File: src/rtl/if_ex_tracker_if.sv
// Bundle of fetch-side, data-memory-side and trace-record signals for if_ex_tracker.
// master drives the processor observations; slave is the tracker producing trace records.
interface if_ex_tracker_if #(
    parameter int INSTR_DATA_WIDTH = 32,
    parameter int DATA_ADDR_WIDTH  = 32
);
    logic                        jump_done;
    logic                        instr_rvalid;
    logic [INSTR_DATA_WIDTH-1:0] instr_rdata;
    logic                        data_mem_req;
    logic                        data_mem_grant;
    logic                        data_mem_rvalid;
    logic [DATA_ADDR_WIDTH-1:0]  data_mem_addr;

    logic                        trace_valid;
    logic [INSTR_DATA_WIDTH-1:0] trace_instr;
    logic [31:0]                 trace_if_time;
    logic [31:0]                 trace_ex_start;
    logic [31:0]                 trace_ex_end;
    logic [DATA_ADDR_WIDTH-1:0]  trace_mem_addr;
    logic                        trace_is_mem;
    logic                        overflow;

    modport master (
        output jump_done, instr_rvalid, instr_rdata,
               data_mem_req, data_mem_grant, data_mem_rvalid, data_mem_addr,
        input  trace_valid, trace_instr, trace_if_time, trace_ex_start,
               trace_ex_end, trace_mem_addr, trace_is_mem, overflow
    );

    modport slave (
        input  jump_done, instr_rvalid, instr_rdata,
               data_mem_req, data_mem_grant, data_mem_rvalid, data_mem_addr,
        output trace_valid, trace_instr, trace_if_time, trace_ex_start,
               trace_ex_end, trace_mem_addr, trace_is_mem, overflow
    );
endinterface

File: src/rtl/if_ex_tracker.sv
// Fetch-to-execute tracker: buffers fetched instructions with timestamps and emits one trace
// record per instruction. Define IF_EX_TRACKER_OVERFLOW_EN for a sticky dropped-fetch flag.
module if_ex_tracker #(
    parameter int INSTR_DATA_WIDTH  = 32,
    parameter int DATA_ADDR_WIDTH   = 32,
    parameter int TRACE_BUFFER_SIZE = 64
) (
    input  logic clk,
    input  logic rst_n,
    if_ex_tracker_if.slave bus
);
    localparam int              PTR_W    = $clog2(TRACE_BUFFER_SIZE);
    localparam logic [PTR_W:0]  PTR_ONE  = 1;
    localparam logic [6:0]      OP_LOAD  = 7'b0000011;
    localparam logic [6:0]      OP_STORE = 7'b0100011;

    typedef enum logic [1:0] {IDLE, WAIT_GNT, WAIT_RVALID, EMIT} state_t;

    typedef struct packed {
        logic [INSTR_DATA_WIDTH-1:0] instr;
        logic [31:0]                 if_time;
    } entry_t;

    logic [31:0]                 counter;
    entry_t                      fifo_mem [TRACE_BUFFER_SIZE];
    logic [PTR_W:0]              wr_ptr, rd_ptr;
    state_t                      state;
    logic [INSTR_DATA_WIDTH-1:0] cur_instr;
    logic [31:0]                 cur_if_time, cur_ex_start;
    logic [DATA_ADDR_WIDTH-1:0]  cur_addr;

    // Pointers carry one wrap bit so full and empty are distinguishable.
    logic   fifo_empty, fifo_full, fetch_ok, push, pop, head_is_mem;
    entry_t head;

    assign fifo_empty  = (wr_ptr == rd_ptr);
    assign fifo_full   = (wr_ptr[PTR_W] != rd_ptr[PTR_W]) &&
                         (wr_ptr[PTR_W-1:0] == rd_ptr[PTR_W-1:0]);
    assign fetch_ok    = bus.instr_rvalid && !bus.jump_done;
    assign pop         = (state == IDLE) && !fifo_empty;
    assign push        = fetch_ok && (!fifo_full || pop);
    assign head        = fifo_mem[rd_ptr[PTR_W-1:0]];
    assign head_is_mem = (head.instr[6:0] == OP_LOAD) || (head.instr[6:0] == OP_STORE);

    // NOTE: reset here is active-high and asynchronous, hence posedge rst_n in the sensitivity list.
    always_ff @(posedge clk or posedge rst_n) begin
        if (rst_n) begin
            counter <= 32'hFFFF_FFFF;
            wr_ptr  <= '0;
            rd_ptr  <= '0;
        end else begin
            counter <= counter + 32'd1;
            if (push) wr_ptr <= wr_ptr + PTR_ONE;
            if (pop)  rd_ptr <= rd_ptr + PTR_ONE;
        end
    end

    // NOTE: the storage array is deliberately not reset; the pointers alone define validity.
    always_ff @(posedge clk) begin
        if (push) fifo_mem[wr_ptr[PTR_W-1:0]] <= {bus.instr_rdata, counter};
    end

    always_ff @(posedge clk or posedge rst_n) begin
        if (rst_n) begin
            state              <= IDLE;
            cur_instr          <= '0;
            cur_if_time        <= '0;
            cur_ex_start       <= '0;
            cur_addr           <= '0;
            bus.trace_valid    <= 1'b0;
            bus.trace_instr    <= '0;
            bus.trace_if_time  <= '0;
            bus.trace_ex_start <= '0;
            bus.trace_ex_end   <= '0;
            bus.trace_mem_addr <= '0;
            bus.trace_is_mem   <= 1'b0;
        end else begin
            case (state)
                IDLE: begin
                    if (pop) begin
                        if (head_is_mem) begin
                            cur_instr   <= head.instr;
                            cur_if_time <= head.if_time;
                            state       <= WAIT_GNT;
                        end else begin
                            bus.trace_instr    <= head.instr;
                            bus.trace_if_time  <= head.if_time;
                            bus.trace_ex_start <= counter;
                            bus.trace_ex_end   <= counter;
                            bus.trace_mem_addr <= '0;
                            bus.trace_is_mem   <= 1'b0;
                            bus.trace_valid    <= 1'b1;
                            state              <= EMIT;
                        end
                    end
                end
                WAIT_GNT: begin
                    if (bus.data_mem_req && bus.data_mem_grant) begin
                        cur_addr     <= bus.data_mem_addr;
                        cur_ex_start <= counter;
                        state        <= WAIT_RVALID;
                    end
                end
                WAIT_RVALID: begin
                    // Output fields change only when a record is published, so they hold otherwise.
                    if (bus.data_mem_rvalid) begin
                        bus.trace_instr    <= cur_instr;
                        bus.trace_if_time  <= cur_if_time;
                        bus.trace_ex_start <= cur_ex_start;
                        bus.trace_ex_end   <= counter;
                        bus.trace_mem_addr <= cur_addr;
                        bus.trace_is_mem   <= 1'b1;
                        bus.trace_valid    <= 1'b1;
                        state              <= EMIT;
                    end
                end
                EMIT: begin
                    bus.trace_valid <= 1'b0;
                    state           <= IDLE;
                end
                default: state <= IDLE;
            endcase
        end
    end

`ifdef IF_EX_TRACKER_OVERFLOW_EN
    logic drop, overflow_q;
    assign drop = fetch_ok && fifo_full && !pop;

    always_ff @(posedge clk or posedge rst_n) begin
        if (rst_n)     overflow_q <= 1'b0;
        else if (drop) overflow_q <= 1'b1;
    end

    assign bus.overflow = overflow_q;
`else
    assign bus.overflow = 1'b0;
`endif
endmodule

File: src/flat_wrapper.sv
// flat-port wrapper written by rule: the top's interface ports become plain ports
module if_ex_tracker_flat 
#(
    parameter int INSTR_DATA_WIDTH  = 32,
    parameter int DATA_ADDR_WIDTH   = 32,
    parameter int TRACE_BUFFER_SIZE = 64
)
  (clk, rst_n, bus_jump_done, bus_instr_rvalid, bus_instr_rdata, bus_data_mem_req, bus_data_mem_grant, bus_data_mem_rvalid, bus_data_mem_addr, bus_trace_valid, bus_trace_instr, bus_trace_if_time, bus_trace_ex_start, bus_trace_ex_end, bus_trace_mem_addr, bus_trace_is_mem, bus_overflow);
  if_ex_tracker_if #(.INSTR_DATA_WIDTH(INSTR_DATA_WIDTH), .DATA_ADDR_WIDTH(DATA_ADDR_WIDTH)) bus_i ();
  input  logic clk;
  input  logic rst_n;
  input wire logic [$bits(bus_i.jump_done)-1:0] bus_jump_done;
  input wire logic [$bits(bus_i.instr_rvalid)-1:0] bus_instr_rvalid;
  input wire logic [$bits(bus_i.instr_rdata)-1:0] bus_instr_rdata;
  input wire logic [$bits(bus_i.data_mem_req)-1:0] bus_data_mem_req;
  input wire logic [$bits(bus_i.data_mem_grant)-1:0] bus_data_mem_grant;
  input wire logic [$bits(bus_i.data_mem_rvalid)-1:0] bus_data_mem_rvalid;
  input wire logic [$bits(bus_i.data_mem_addr)-1:0] bus_data_mem_addr;
  output wire logic [$bits(bus_i.trace_valid)-1:0] bus_trace_valid;
  output wire logic [$bits(bus_i.trace_instr)-1:0] bus_trace_instr;
  output wire logic [$bits(bus_i.trace_if_time)-1:0] bus_trace_if_time;
  output wire logic [$bits(bus_i.trace_ex_start)-1:0] bus_trace_ex_start;
  output wire logic [$bits(bus_i.trace_ex_end)-1:0] bus_trace_ex_end;
  output wire logic [$bits(bus_i.trace_mem_addr)-1:0] bus_trace_mem_addr;
  output wire logic [$bits(bus_i.trace_is_mem)-1:0] bus_trace_is_mem;
  output wire logic [$bits(bus_i.overflow)-1:0] bus_overflow;
  assign bus_i.jump_done = bus_jump_done;
  assign bus_i.instr_rvalid = bus_instr_rvalid;
  assign bus_i.instr_rdata = bus_instr_rdata;
  assign bus_i.data_mem_req = bus_data_mem_req;
  assign bus_i.data_mem_grant = bus_data_mem_grant;
  assign bus_i.data_mem_rvalid = bus_data_mem_rvalid;
  assign bus_i.data_mem_addr = bus_data_mem_addr;
  assign bus_trace_valid = bus_i.trace_valid;
  assign bus_trace_instr = bus_i.trace_instr;
  assign bus_trace_if_time = bus_i.trace_if_time;
  assign bus_trace_ex_start = bus_i.trace_ex_start;
  assign bus_trace_ex_end = bus_i.trace_ex_end;
  assign bus_trace_mem_addr = bus_i.trace_mem_addr;
  assign bus_trace_is_mem = bus_i.trace_is_mem;
  assign bus_overflow = bus_i.overflow;
  if_ex_tracker #(.INSTR_DATA_WIDTH(INSTR_DATA_WIDTH), .DATA_ADDR_WIDTH(DATA_ADDR_WIDTH), .TRACE_BUFFER_SIZE(TRACE_BUFFER_SIZE)) u_core (.clk(clk), .rst_n(rst_n), .bus(bus_i));
endmodule
File: config.mk
export PLATFORM = sky130hd
export DESIGN_NAME = if_ex_tracker_flat
export DESIGN_NICKNAME = d
export VERILOG_FILES = /design/src/rtl/if_ex_tracker_if.sv /design/src/rtl/if_ex_tracker.sv /design/src/flat_wrapper.sv
export SDC_FILE = /design/constraint.sdc
export NUM_CORES = 2
export LEC_CHECK = 0
export ABC_AREA = 0
export CAP_MARGIN = 20
export CELL_PAD_IN_SITES_DETAIL_PLACEMENT = 1
export CELL_PAD_IN_SITES_GLOBAL_PLACEMENT = 1
export CORE_ASPECT_RATIO = 1.5
export CORE_MARGIN = 2
export CORE_UTILIZATION = 45
export CTS_CLUSTER_SIZE = 10
export DETAILED_ROUTE_END_ITERATION = 8
export GPL_TIMING_DRIVEN = 0
export HOLD_SLACK_MARGIN = 0.15
export PLACE_DENSITY_LB_ADDON = 0.1
export SYNTH_ARGS = -nofsm -noshare
export SYNTH_HDL_FRONTEND = slang
export SYNTH_SLANG_ARGS = --single-unit
File: constraint.sdc
create_clock -name clk -period 15.5 [get_ports clk]
set_clock_uncertainty 0.05 [all_clocks]
set_input_delay 2.325 -clock clk [delete_from_list [all_inputs] [get_ports clk]]
set_output_delay 2.325 -clock clk [all_outputs]
set_load 0.01 [all_outputs]
# Word-level counts from Yosys, hierarchy flattened
# Memory sizes are Yosys's and may differ from the RTL's.
# Index checks and enable logic that the tools add are counted.
[word_totals] in_bits=71 register_bits=338 elab_cells=81 n_memories=1 ram_bits=4096
[op_classes] add_sub_neg=3 n_reduce_logical=18 mux=32 n_eq_ne=12
[mem_list] name="u_core.fifo_mem" words=64 word_bits=64 rd=1 rd_clocked_by_memory_dff=0 wr=1 line="if_ex_tracker.sv:25" text="entry_t fifo_mem [TRACE_BUFFER_SIZE];"
[ops] op="32-bit two-way mux" n=13
[ops] op="32-bit one-hot mux with 2 select lines" n=5
[ops] op="32-bit by 1-bit adder with 32-bit output (second input constant)" n=1
[ops] op="7-bit by 1-bit adder with 7-bit output (second input constant)" n=2
[ops] op="2-bit two-way mux" n=4
[ops] op="2-bit one-hot mux with 4 select lines" n=1
[ops] op="4-bit AND reduction" n=2
[ops] op="7-bit by 2-bit equality test with 1-bit output (second input constant)" n=1
[ops] op="7-bit by 6-bit equality test with 1-bit output (second input constant)" n=1
[ops] op="7-bit equality test" n=1
[ops] op="1-bit two-way mux" n=7
[ops] op="6-bit equality test" n=1
[ops] op="3-bit AND reduction" n=2
[ops] op="1-bit logical AND" n=5
[ops] op="2-bit equality test (second input constant)" n=2
[ops] op="2-bit by 1-bit != test with 1-bit output (second input constant)" n=2
[ops] op="2-bit != test (second input constant)" n=2
[ops] op="1-bit logical NOT" n=3
[ops] op="1-bit one-hot mux with 3 select lines" n=1
[ops] op="3-bit nonzero test" n=1
[ops] op="2-bit by 1-bit equality test with 1-bit output (second input constant)" n=1
[ops] op="2-bit logical NOT" n=1
[ops] op="1-bit logical OR" n=2
[ops] op="1-bit one-hot mux with 2 select lines" n=1
[ops] op="3 further kinds" n=3

# Depth between registers and ports, before layout
[logic_depth] ltp_word=7 ltp_mapped=17 ltp_nobuf=8

# Worst setup path after synthesis
# Ideal clock, no wire load.
[synth_timing] path_type="input to register" start="input port bus_jump_done" end="memory u_core.fifo_mem[61][0] (netlist bit) (enable)" arrival_time_ps=5884 slack_ps=9080 required_time_ps=14963 path_stages=6 path_cell_list="inv_1 -> o311a_1 -> and2_1 -> clkbuf_1 -> nand3b_1 -> nor2_1"
[synth_via] elab_chain_len=5
[synth_rtl] item="start: declaration" line="flat_wrapper.sv:12" text="input wire logic [$bits(bus_i.jump_done)-1:0] bus_jump_done;"
[synth_rtl] item="1-bit logical NOT" line="if_ex_tracker.sv:39" text="assign fetch_ok = bus.instr_rvalid && !bus.jump_done;"
[synth_rtl] item="1-bit logical AND" line="if_ex_tracker.sv:39"
[synth_rtl] item="1-bit logical AND" line="if_ex_tracker.sv:41" text="assign push = fetch_ok && (!fifo_full || pop);"
[synth_rtl] item="1-bit two-way mux" line="if_ex_tracker.sv:60" text="if (push) fifo_mem[wr_ptr[PTR_W-1:0]] <= {bus.instr_rdata, counter};"
[synth_rtl] item="1-bit two-way mux (implied by the code)" line="if_ex_tracker.sv:60"
[synth_rtl] item="end: declaration" line="if_ex_tracker.sv:25"
# No other way between the ends.

# Worst setup path in the final report
[layout_timing] start="register u_core.rd_ptr[3]" end="register u_core.bus.trace_instr[28]"
[layout_via] elab_chain_len=5 word_cells_on_any_way=13 classes_between="eq/ne: 5; mux: 3; reduce/logical: 4; memory: 1"
[layout_rtl] item="start: declaration" line="if_ex_tracker.sv:26" text="logic [PTR_W:0] wr_ptr, rd_ptr;"
[layout_rtl] item="start signal: assignment" line="if_ex_tracker.sv:54" text="if (pop) rd_ptr <= rd_ptr + PTR_ONE;"
[layout_rtl] item="memory read 64 x 64 bit or 7-bit equality test (tied branches)"
[layout_rtl] item="7-bit by 2-bit equality test with 1-bit output (tied with other cells)" line="if_ex_tracker.sv:43" text="assign head_is_mem = (head.instr[6:0] == OP_LOAD) || (head.instr[6:0] == OP_STORE);"
[layout_rtl] item="1-bit logical OR or 1-bit logical AND (tied branches)" line="if_ex_tracker.sv:43, if_ex_tracker.sv:40"
[layout_rtl] item="2-bit != test (no line) or 2-bit by 1-bit != test with 1-bit output (tied branches)"
[layout_rtl] item="4-bit AND reduction (no line)"
[layout_rtl] item="end signal: assignment" line="if_ex_tracker.sv:86" text="bus.trace_instr <= head.instr;"
[layout_rtl] item="end signal: assignment" line="if_ex_tracker.sv:107" text="bus.trace_instr <= cur_instr;"
[layout_rtl] item="end: declaration" line="if_ex_tracker_if.sv:34" text="output trace_valid, trace_instr, trace_if_time, trace_ex_start,"
# Parallel ways exist; a longest one is shown, timed or not. The select of a mux whose other input is x is not followed.
# A chain may end at the register's enable or synchronous reset.

==> metrics.md <==
| Metric | Value |
|---|---|
| Area of the die | `0.383 mm2` |
| Setup tns final | `0 ns` |
| Post-synth ARST share | `7.62%` |
| Final Max Slew Viols | `0` |
| Mapped cell area | `0.170 mm2` |
| Insertion delay to the later sink of the worst-skew pair | `0.98 ns` |
| Max cap viols | `0` |
| Drt drc | `0` |
| Port bufs | `232` |
| Reg2Reg Depth | `12` |
| Die width | `506 um` |
| Worst-path fanout max | `10` |
| R2R setup slack | `8.89 ns` |
| Num Clock Sinks | `4434` |
| Layout cells sized above 1 | `between 30% and 40%` |
| Post-synthesis sequential area ratio | `approximately 77%` |
| Vias per std cell | `6.19` |
| Leakage power | `between 60 and 70 nW` |
| Resize count post-CTS | `0` |
| Area delta synth->final | `17.3%` |
| CTS tree | `done` |
| Grt ovf | `0` |
| Initial antenna violation count | `24` |
| Layout fillers | `32100` |
| Max Freq | `151 MHz` |
| Hold Path Stages | `1` |
| Area of the core | `0.376 mm2` |
| Initial drt markers | `between 10000 and 15000` |
| Kind of end point of the critical path | `register` |
| Clk pin slew, worst setup/hold paths | `about 0.060 ns` |
| Fin crit share | `a little over two fifths` |
| CTS Buf Count | `between 400 and 500` |
| Post-synth EDFFs | `4096` |
| Initial Util | `45.2%` |
| Yosys reg bits | `~4400` |
| CTS max path bufs | `4` |
| Status | `completed` |
| Hold WS | `0.419 ns` |
| Largest net degree at the start of global routing | `129` |
| Tmin final | `6.61 ns` |
| Cts hold-fix bufs | `0` |
| R2r startpoint | `u_core.rd_ptr[3]` |
| Yosys warns | `0` |
| Crit Reg-Reg Endpoint | `u_core.bus.trace_instr[28]` |
| CTS HTree Levels | `5` |
| Setup crit start | `u_core.rd_ptr[3]` |
| Routed wire per std cell | `41.0 um` |
| Tightest Pin Transition | `1.21 ns` |
| Hold Crit Class | `reg2reg` |
| Gate Count Post-Synth | `~7300` |
| Pwr dens | `168 mW/mm2` |
| Kind of critical path | `reg2reg` |
| Power Total | `33.6 mW` |
| DP Wirelength | `391000 um` |
| Unrepaired setup endpoints after global routing | `false` |
| Row cnt | `276` |
| CP arrival | `7.40 ns` |
| Syn avg cell area | `approximately 23 um2` |
| Placer Congestion | `0.793` |
| Main synth FF type | `edfxtp_1` |
| Worst hold start | `u_core.cur_instr[1]` |
| Number of nets still failing antenna checks after routing | `0` |
| Vias in the first global route | `90500` |
| Net count after synthesis | `7418` |
| CTS Root Cell | `clkbuf_16` |
| GRT Total Usage | `roughly 30%` |
| Routed wire length | `between 500000 and 600000 um` |
| Die height | `757 um` |
| Setup Fix Bufs, Post-CTS | `0` |
| Fin util | `53.0%` |
| Yosys cell types | `71` |
| Worst Hold Path EP | `u_core.cur_instr[1]` |
| Nets | `8478` |
| Peak supply drop | `0.107 mV` |
| IO Count | `234` |
| Routed vias | `roughly 85000` |
| Req. time, crit path | `~16 ns` |
| First-pass DRT Iterations | `6` |
| Hold Vio Cnt, Final | `0` |
| First-pass GRT wire length | `764000 um` |
| Max-slew headroom | `19.4%` |
| Final setup viols | `0` |
| CP Launch Type | `register` |
[sequential cells by signal (all words and copies together) (netlist names)]
signal                     cells
u_core.fifo_mem             4096
u_core.bus.trace_ex_end       32
u_core.bus.trace_ex_start     32
u_core.bus.trace_if_time      32
u_core.bus.trace_instr        32
u_core.bus.trace_mem_addr     32
u_core.counter                32
u_core.cur_addr               32
u_core.cur_ex_start           32
u_core.cur_if_time            32
u_core.cur_instr              32
u_core.rd_ptr                  7
u_core.wr_ptr                  7
u_core.state                   2
u_core.bus.trace_is_mem        1
u_core.bus.trace_valid         1
[power by group]
part / leakage [nW] / internal (mW) / switching [mW]
Sequential: 40.5 / 13.4 / 0.194
Combinational: 16.4 / 3.77 / 5.78
Clock: 6.55 / 5.84 / 4.60
Total: 63.4 / 23.0 / 10.6
[cell usage after synthesis (27+ instances only)]
cell type	count	share of area [%]
buf_6	32	0.21
o211ai_1	29	0.13
o21ai_1	45	0.13
mux2_2	301	2.0
mux4_2	1145	15
edfxtp_1	4096	72
nand3_1	27	0.079
buf_4	46	0.20
a32oi_1	31	0.16
nand2_1	151	0.33
mux2i_1	239	1.4
nor2_1	95	0.21
clkbuf_1	136	0.30
dfstp_2	32	0.49
xnor2_1	34	0.17
a21oi_1	52	0.15
inv_1	33	0.073
dfrtp_1	306	4.5
buf_2	167	0.49
o21ai_0	40	0.12
a22o_1	35	0.18
[stage by stage]
step | instances | cell area (um2) | worst slack (ns)
2_1_floorplan | 7339 | 170000 | 3.81
3_3_place_gp | 12600 | 179000 | -1.88
3_5_place_dp | 12900 | 186000 | 8.79
4_1_cts | 13700 | 199000 | 8.79
5_1_grt | 13700 | 200000 | 8.80
6_report | 13700 | 200000 | 8.89
[how the worst max path moves through the flow]
| stage | to | slack [ns] | cells after the start |
|---|---|---|---|
| after floorplan | u_core.bus.trace_ex_end[0] | 3.81 | 1 |
| after global placement | u_core.cur_if_time[24] | -1.88 | 2 |
| after detailed placement | u_core.bus.trace_if_time[11] | 8.79 | 14 |
| after CTS | u_core.bus.trace_if_time[11] | 8.79 | 14 |
| after global routing | u_core.fifo_mem[22][25] | 8.80 | 16 |
| final | u_core.bus.trace_instr[28] | 8.89 | 12 |
[routing by layer]
metal | global-route usage, % | part of all wire [%] | wire (um)
met5 | 0 | 0.0028 | 16
met4 | 14.0 | 5.7 | 31900
met3 | 3.76 | 5.6 | 31700
met2 | 52.7 | 53 | 300000
met1 | 34.6 | 35 | 198000
[placed cells by master, fill, tap and decap left out, types with 12 or more instances in the layout]
cell type	count
o211ai_1	29
buf_2	201
inv_1	32
buf_6	32
xor2_1	15
a221oi_1	25
mux2_2	301
o221ai_1	25
a22o_1	35
mux2i_1	239
buf_1	19
buf_12	280
edfxtp_1	4096
buf_16	29
clkdlybuf4s50_1	200
nand3_1	27
buf_4	47
clkbuf_1	386
buf_8	32
dfrtp_1	306
clkbuf_16	493
o21ai_0	40
nand2_1	150
nor2_4	64
o21ai_1	45
a32oi_1	31
dfstp_2	23
nor2_1	31
clkbuf_2	14
o21a_1	12
a21oi_1	52
mux4_2	1145
xnor2_1	34
o22ai_1	16
[area by class of cell]
cell class / instances / area (um2) / area share (%)
buffer: 406 / 2220 / 1.11
sequential: 4434 / 132000 / 65.9
clock inverter: 23 / 349 / 0.175
inverter: 34 / 135 / 0.0677
timing repair buffer: 570 / 8980 / 4.50
antenna: 11 / 27.5 / 0.0138
tap: 5004 / 6260 / 3.14
clock buffer: 758 / 13300 / 6.68
multi-input combinational: 2465 / 36800 / 18.4
[critical path, stage by stage, from the launching register on]
cell       delay, ns
dfrtp_1         0.48
buf_1           0.59
clkbuf_1        0.59
nor2b_1         0.97
nand2_1         0.15
o2111ai_1       0.15
nand4b_1        0.36
nand3_1         0.34
nor4_4          0.15
a21oi_2         0.89
buf_4           0.60
buf_4           0.64
mux2_2          0.40
[cell families (layout without fill, tap and decap cells)]
logic type	Yosys count	count (layout)	share of synthesized area, %
fa+ha+maj	8	8	0.0588
flops	4434	4434	77.3
xor+xnor	49	49	0.252
mux	1695	1695	18.6
buf+inv	440	1791	1.37
simple gates	341	341	0.900
compound gates	371	371	1.53
other cells	1	12	0.00220
(Power assumes the default switching activity.)
